$ cat src/rtl/code_loader.sv
// Program-load initiator: parses framed byte stream (HEADER, N, N x 4-byte records, CSUM)
// and writes 24-bit code words, raising start only when the frame checksum verifies.
module code_loader #(
    parameter logic [7:0]  HEADER  = 8'hA5,
    parameter int unsigned TIMEOUT = 1024
) (
    input  logic        clk,
    input  logic        clear,
    input  logic [7:0]  byte_in,
    input  logic        byte_valid,
    output logic        byte_ready,
    output logic [7:0]  Code_address,
    output logic [23:0] Code_Data,
    output logic        Write_Code,
    output logic        start,
    output logic        load_error,
    output logic [7:0]  records_written
);

    localparam int unsigned IDLE_W = (TIMEOUT > 1) ? $clog2(TIMEOUT) : 1;
    localparam logic [IDLE_W-1:0] IDLE_LAST = IDLE_W'(TIMEOUT - 1);

    typedef enum logic [3:0] {
        S_IDLE, S_COUNT, S_ADDR, S_DH, S_DM, S_DL, S_WRITE, S_CSUM, S_RUN, S_ERROR
    } state_e;

    state_e              state_q, state_d;
    logic                byte_ready_q, byte_ready_d;
    logic [7:0]          code_address_q, code_address_d;
    logic [23:0]         code_data_q, code_data_d;
    logic                write_code_q, write_code_d;
    logic                start_q, start_d;
    logic                load_error_q, load_error_d;
    logic [7:0]          rec_q, rec_d;
    logic [7:0]          remain_q, remain_d;
    logic [7:0]          xor_q, xor_d;
    logic [7:0]          addr_q, addr_d;
    logic [7:0]          dh_q, dh_d;
    logic [7:0]          dm_q, dm_d;
    logic [IDLE_W-1:0]   idle_q, idle_d;

    logic accept;
    logic in_frame;

    assign accept   = byte_valid && byte_ready_q;
    assign in_frame = state_q inside {S_COUNT, S_ADDR, S_DH, S_DM, S_DL, S_CSUM};

    assign byte_ready      = byte_ready_q;
    assign Code_address    = code_address_q;
    assign Code_Data       = code_data_q;
    assign Write_Code      = write_code_q;
    assign start           = start_q;
    assign load_error      = load_error_q;
    assign records_written = rec_q;

    always_ff @(posedge clk or negedge clear) begin
        if (!clear) begin
            state_q        <= S_IDLE;
            byte_ready_q   <= 1'b0;
            code_address_q <= 8'h00;
            code_data_q    <= 24'h000000;
            write_code_q   <= 1'b0;
            start_q        <= 1'b0;
            load_error_q   <= 1'b0;
            rec_q          <= 8'h00;
            remain_q       <= 8'h00;
            xor_q          <= 8'h00;
            addr_q         <= 8'h00;
            dh_q           <= 8'h00;
            dm_q           <= 8'h00;
            idle_q         <= '0;
        end else begin
            state_q        <= state_d;
            byte_ready_q   <= byte_ready_d;
            code_address_q <= code_address_d;
            code_data_q    <= code_data_d;
            write_code_q   <= write_code_d;
            start_q        <= start_d;
            load_error_q   <= load_error_d;
            rec_q          <= rec_d;
            remain_q       <= remain_d;
            xor_q          <= xor_d;
            addr_q         <= addr_d;
            dh_q           <= dh_d;
            dm_q           <= dm_d;
            idle_q         <= idle_d;
        end
    end

    // Frame parser; the write strobe and its address/data are registered on the DL byte
    // so they are visible exactly during the WRITE cycle.
    always_comb begin
        state_d        = state_q;
        code_address_d = code_address_q;
        code_data_d    = code_data_q;
        write_code_d   = 1'b0;
        start_d        = start_q;
        load_error_d   = load_error_q;
        rec_d          = rec_q;
        remain_d       = remain_q;
        xor_d          = xor_q;
        addr_d         = addr_q;
        dh_d           = dh_q;
        dm_d           = dm_q;
        idle_d         = '0;

        case (state_q)
            S_IDLE, S_RUN, S_ERROR: begin
                if (accept && byte_in == HEADER) state_d = S_COUNT;
            end
            S_COUNT: begin
                if (accept) begin
                    remain_d     = byte_in;
                    xor_d        = byte_in;
                    rec_d        = 8'h00;
                    load_error_d = 1'b0;
                    start_d      = 1'b0;
                    state_d      = (byte_in == 8'h00) ? S_CSUM : S_ADDR;
                end
            end
            S_ADDR: begin
                if (accept) begin
                    addr_d  = byte_in;
                    xor_d   = xor_q ^ byte_in;
                    state_d = S_DH;
                end
            end
            S_DH: begin
                if (accept) begin
                    dh_d    = byte_in;
                    xor_d   = xor_q ^ byte_in;
                    state_d = S_DM;
                end
            end
            S_DM: begin
                if (accept) begin
                    dm_d    = byte_in;
                    xor_d   = xor_q ^ byte_in;
                    state_d = S_DL;
                end
            end
            S_DL: begin
                if (accept) begin
                    code_address_d = addr_q;
                    code_data_d    = {dh_q, dm_q, byte_in};
                    write_code_d   = 1'b1;
                    rec_d          = rec_q + 8'd1;
                    xor_d          = xor_q ^ byte_in;
                    state_d        = S_WRITE;
                end
            end
            S_WRITE: begin
                remain_d = remain_q - 8'd1;
                state_d  = (remain_q == 8'd1) ? S_CSUM : S_ADDR;
            end
            S_CSUM: begin
                if (accept) begin
                    if (byte_in == xor_q) begin
                        state_d = S_RUN;
                        start_d = 1'b1;
                    end else begin
                        state_d      = S_ERROR;
                        load_error_d = 1'b1;
                    end
                end
            end
            default: state_d = S_IDLE;
        endcase

        // Inter-byte idle watchdog inside a frame.
        if (TIMEOUT != 0 && in_frame && !accept) begin
            if (idle_q == IDLE_LAST) begin
                state_d      = S_ERROR;
                load_error_d = 1'b1;
                start_d      = 1'b0;
            end else begin
                idle_d = idle_q + IDLE_W'(1);
            end
        end
    end

    assign byte_ready_d = (state_d != S_WRITE);

endmodule

$ cat config.mk
export PLATFORM = sky130hd
export DESIGN_NAME = code_loader
export DESIGN_NICKNAME = d
export VERILOG_FILES = /design/src/rtl/code_loader.sv
export SDC_FILE = /design/constraint.sdc
export NUM_CORES = 1
export LEC_CHECK = 0
export ABC_AREA = 1
export CORE_MARGIN = 2
export CORE_UTILIZATION = 40
export CTS_CLUSTER_SIZE = 28
export DETAILED_ROUTE_END_ITERATION = 6
export SKIP_LAST_GASP = 1
export SYNTH_ARGS = -nofsm -noshare
export SYNTH_HDL_FRONTEND = slang
export SYNTH_SLANG_ARGS = --single-unit
$ cat constraint.sdc
create_clock -name clk -period 5.2 [get_ports clk]
set_clock_uncertainty 0.15 [all_clocks]
set_input_delay 1.56 -clock clk [delete_from_list [all_inputs] [get_ports clk]]
set_output_delay 1.56 -clock clk [all_outputs]
set_load 0.01 [all_outputs]
; Yosys cells after proc, flatten, opt, wreduce, memory -nomap -nowiden
; Index checks and enable logic that the tools add are counted.
[word_totals]
ff_bits = 98
input_bits = 11
output_inout_bits = 44
word_cells = 90
[classes]
n_addsub = 3
eq_ne = 17
mux = 36
bitwise = 1
reduce_logical = 19
[op_table]
columns = operator, n
row1 = $pmux W8 S2, 3
row2 = $mux W4, 9
row3 = $mux W8, 4
row4 = $pmux W4 S8, 1
row5 = $mux W10, 2
row6 = $eq A4 B3 Y1 const B, 4
row7 = $mux W1, 13
row8 = $add A10 B1 Y10 const B, 1
row9 = $eq A10 B10 Y1 const B, 1
row10 = $reduce_and A2 Y1, 5
row11 = $add A8 B1 Y8 const B, 1
row12 = $eq A4 B2 Y1 const B, 2
row13 = $eq A4 B4 Y1 const B, 2
row14 = $eq A8 B1 Y1 const B, 1
row15 = $eq A8 B8 Y1, 1
row16 = $eq A8 B8 Y1 const B, 1
row17 = $logic_not A8 Y1, 1
row18 = $sub A8 B1 Y8 const B, 1
row19 = $xor A8 B8 Y8, 1
row20 = $mux W3, 2
row21 = $reduce_and A3 Y1, 2
row22 = $reduce_bool A2 Y1, 3
row23 = $reduce_bool A6 Y1, 1
row24 = $eq A4 B1 Y1 const B, 1
row25 = 9 further kinds, 13

; Depth between registers and ports, before layout
[depth]
word_depth = 7
ltp_mapped = 9
depth_no_buf = 9

; Least setup slack after synthesis
; Ideal clock, no wire load.
[synth_timing]
path_type = input port to flip-flop
startpoint = input port byte_valid
endpoint = register addr_q[7]
setup_time_ns = 0.129
arrival_time_ns = 2.365
t_required_ns = 4.921
slack_ns = 2.556
path_stages = 6
path_cell_list = nand2_2 inv_2 nand3_1 buf_2 nand2_1 o21ai_0
[synth_via]
elab_chain_len = 2
[synth_lines]
columns = item, line
row1 = from (decl), 10  ; input logic byte_valid,
row2 = $logic_and A1 B1 Y1, 45  ; assign accept = byte_valid && byte_ready_q;
row3 = $reduce_and A2 Y1 (no line), -
row4 = to (signal assigned), 83  ; addr_q <= addr_d;
row5 = to (decl), 37  ; logic [7:0] addr_q, addr_d;
; No other way between the ends.
; A chain may end at the register's enable or synchronous reset.

; Final worst setup path
[layout_timing]
startpoint = input port byte_valid
endpoint = register rec_q[3], in the netlist records_written[3]
[layout_via]
elab_chain_len = 3
[layout_lines]
columns = item, line
row1 = $logic_and A1 B1 Y1 *, 45
row2 = $ne A2 B2 Y1 (no line), -
row3 = $reduce_and A3 Y1 (no line) *, -
row4 = to (signal assigned), 80  ; rec_q <= rec_d;
row5 = to (decl), 34  ; logic [7:0] rec_q, rec_d;
; Every way passes the cells marked *; elsewhere a longest branch is shown, timed or not.

==> results_dict.tcl <==
set metrics [dict create \
    synth_top_area_cell "dfrtp_1" \
    crit_chain "clkdlybuf4s50_1, nand2_2, inv_2, nand2_4, inv_2, nand3_1, o21ai_0" \
    drt_iter0_markers 221 \
    syn_inst 545 \
    p_leak_nw 2.66 \
    cts_resized 0 \
    grt_pass1_vias 3584 \
    num-fill-cells 1033 \
    syn-num-nets 560 \
    rsz0062_at_grt "no" \
    wl_per_cell_microns 13.5 \
    dieArea_sq_mm 0.0122 \
    setup_tns_ns 0 \
    fp-row-count 38 \
    critPathRequiredTime_ns 5.32 \
    worst_pin_slew_ns 1.07 \
    hold_viol 0 \
    syn-cell-area_sq_mm 0.00454 \
    pwr_density_cell_mw_per_mm2 526 \
    cts.htree.levels 3 \
    min_period_ns 3.27 \
    postRouteAntennaNets 0 \
    maxSlewViolCount 0 \
    grt_overflow_total 0 \
    initial_utilization_pct 41.4 \
    fin_nets 613 \
    worstPathMaxFanout 46 \
    cts_buffers 9 \
    hpwlAfterDp_mm 6.92 \
    period_share_pct 62.9 \
    critPathSlowestCell "clkdlybuf4s50_1" \
    gp_congestion 0.841 \
    yosys-top-cells-area "dfrtp_1, nand2_1, o21ai_0" \
    syn_area_per_cell_sq_um 8.33 \
    cp_common_cell "inv_2" \
    outcome "finished clean" \
    synth_cell_types 35 \
    route.vias.total 3624 \
    hold_buffers 0 \
    ys_ff_latch 98 \
    yosysWarnings 0 \
    drive_gt1_share_pct 6.63 \
    peakVddDrop_uv 204 \
    relSlewSlack_pct 29.0 \
    grt_pass1_wl_mm 17.5 \
    ys_seq_area_share_pct 54.0 \
    numPortBuffers 54 \
    max_freq_mhz 306 \
    core-area_sq_mm 0.0110 \
    clkTransAtPathRegs_ns 0.06 \
    clockBufferDepth 2 \
    setup.worst_path.class "input pin to flop" \
    via_per_inst 4.88 \
    max-cap-violations 0 \
    total_power_w 0.00291 \
    synth_top_cell_area_share_pct 54.0 \
    die_x_microns 111 \
    cts_tree "done" \
    setup_viol 0 \
    antenna_found_initial 0 \
    diodes 0 \
    pin_count 55 \
    cts_sinks 98 \
    drc 0 \
    clk_latency_ns 0.35 \
    worst_setup_path_end_kind "flop" \
    cts_root_buf "clkbuf_16" \
    crit_arrival_ns 3.39 \
    drt-total-wl_mm 10.0 \
    fp.dieH_microns 111 \
    hold_path_class "flop to flop" \
    area_delta_synth_final_pct 21.8 \
    startpoint_type "input pin" \
    grt_max_degree 87 \
    cpPeakStageDelay_ns 0.47 \
    track_usage_pct 17.8 \
    drtPass1Iterations 4 \
    cts_setup_buffers 0 \
]
## Yosys cell counts
master / number
buf_4: 3
a211oi_1: 1
nor2_2: 2
buf_6: 2
o21ai_2: 1
o21ai_0: 59
nor2_1: 43
nand2_4: 3
dfrtp_1: 98
o21ai_4: 1
nand4_1: 5
ha_1: 4
nor3b_2: 1
buf_2: 8
o211ai_1: 10
a22oi_1: 1
nand3_1: 21
inv_1: 44
a21oi_4: 1
nand2_1: 194
o221ai_1: 1
xor2_1: 5
nand3_4: 1
nor3_1: 4
nand2_2: 4
a21oi_1: 8
nor2_4: 2
o21ai_1: 5
a31oi_1: 1
nand3b_1: 1
a21o_1: 1
inv_2: 6
xnor2_1: 2
nor3b_1: 1
o22ai_1: 1
## metal layers
metal	track usage (%)	routed length, microns
met4	6.75	222
met3	4.23	308
met2	27.6	4650
met5	0	0
met1	24.1	4840
## worst max-delay path: cells and delay by family
kind                   cells  cell delay (ns)
buffers and inverters      3             1.17
and+or+nand+nor            3             0.56
AOI/OAI and AO/OA          1             0.09
## path summary, 6_finish.rpt
kind | start | endpoint | slack, ns | cells past startpoint
worst max-delay path | byte_valid | records_written[3] | 1.93 | 7
min in group asynchronous | clear | Code_Data[15] | 1.25 | 1
worst max register to register | state_q[3] | records_written[3] | 3.17 | 7
worst min-delay path | addr_q[0] | Code_address[0] | 0.32 | 2
worst min register to register | addr_q[0] | Code_address[0] | 0.32 | 2
max in group asynchronous | clear | remain_q[2] | 2.85 | 2
## through the flow
| stage | cell area [sq um] | setup WS (ns) | util [%] | cells | hold WS [ns] |
|---|---|---|---|---|---|
| finish | 5530 | 1.93 | 50.4 | 743 | 0.321 |
| CTS | 5530 | 1.91 | 50.4 | 743 | 0.319 |
| floorplan | 4540 | 2.56 | - | 545 | 0.292 |
| global route | 5530 | 1.72 | 50.4 | 743 | 0.337 |
| detailed placement | 5180 | 1.55 | 47.1 | 727 | 0.302 |
| global placement | 5180 | 1.59 | 47.1 | 727 | 0.300 |
## final cells by class
class / instances / area, sq um / share of cell area (%)
flip-flops and latches: 98 / 2450 / 44.3
well taps: 140 / 175 / 3.17
clock buffers: 10 / 239 / 4.32
clock inverters: 6 / 114 / 2.06
inverters: 50 / 188 / 3.39
repair buffers: 55 / 546 / 9.86
multi-input cells: 384 / 1820 / 32.9
## cells in the final DEF (no fill, tap or decap), types with 2 or more instances in the layout
master	count
nand2_1	194
clkinvlp_4	2
nand3_1	21
clkbuf_16	9
dfrtp_1	98
nand2_2	4
a21oi_1	8
xnor2_1	2
xor2_1	5
nand2_4	3
clkdlybuf4s50_1	53
ha_1	4
nor2_2	2
nand4_1	5
nor2_1	43
bufinv_16	3
o21ai_0	59
inv_1	44
o211ai_1	10
buf_4	2
inv_2	6
o21ai_1	5
nor2_4	2
nor3_1	4
## power by group
| group | internal [W] | switching, W | total (W) |
|---|---|---|---|
| clock | 0.000484 | 0.000289 | 0.000773 |
| sequential | 0.00102 | 0.000162 | 0.00118 |
| combinational | 0.000404 | 0.000548 | 0.000952 |
| total | 0.00191 | 0.000999 | 0.00291 |
## registers in the layout (all words and copies together) (netlist names)
name             flops
Code_Data           24
Code_address         8
Write_Code           1
addr_q               8
byte_ready           1
dh_q                 8
dm_q                 8
idle_q              10
load_error           1
records_written      8
remain_q             8
start                1
state_q              4
xor_q                8
## cells by family after synthesis
family | share of synthesized area [%]
simple gates | 26.1
xor+xnor | 1.35
fa+ha+maj | 1.10
flops | 54.0
compound gates | 11.5
buf+inv | 6.01
Note: power is estimated with default switching activity, not from simulation.
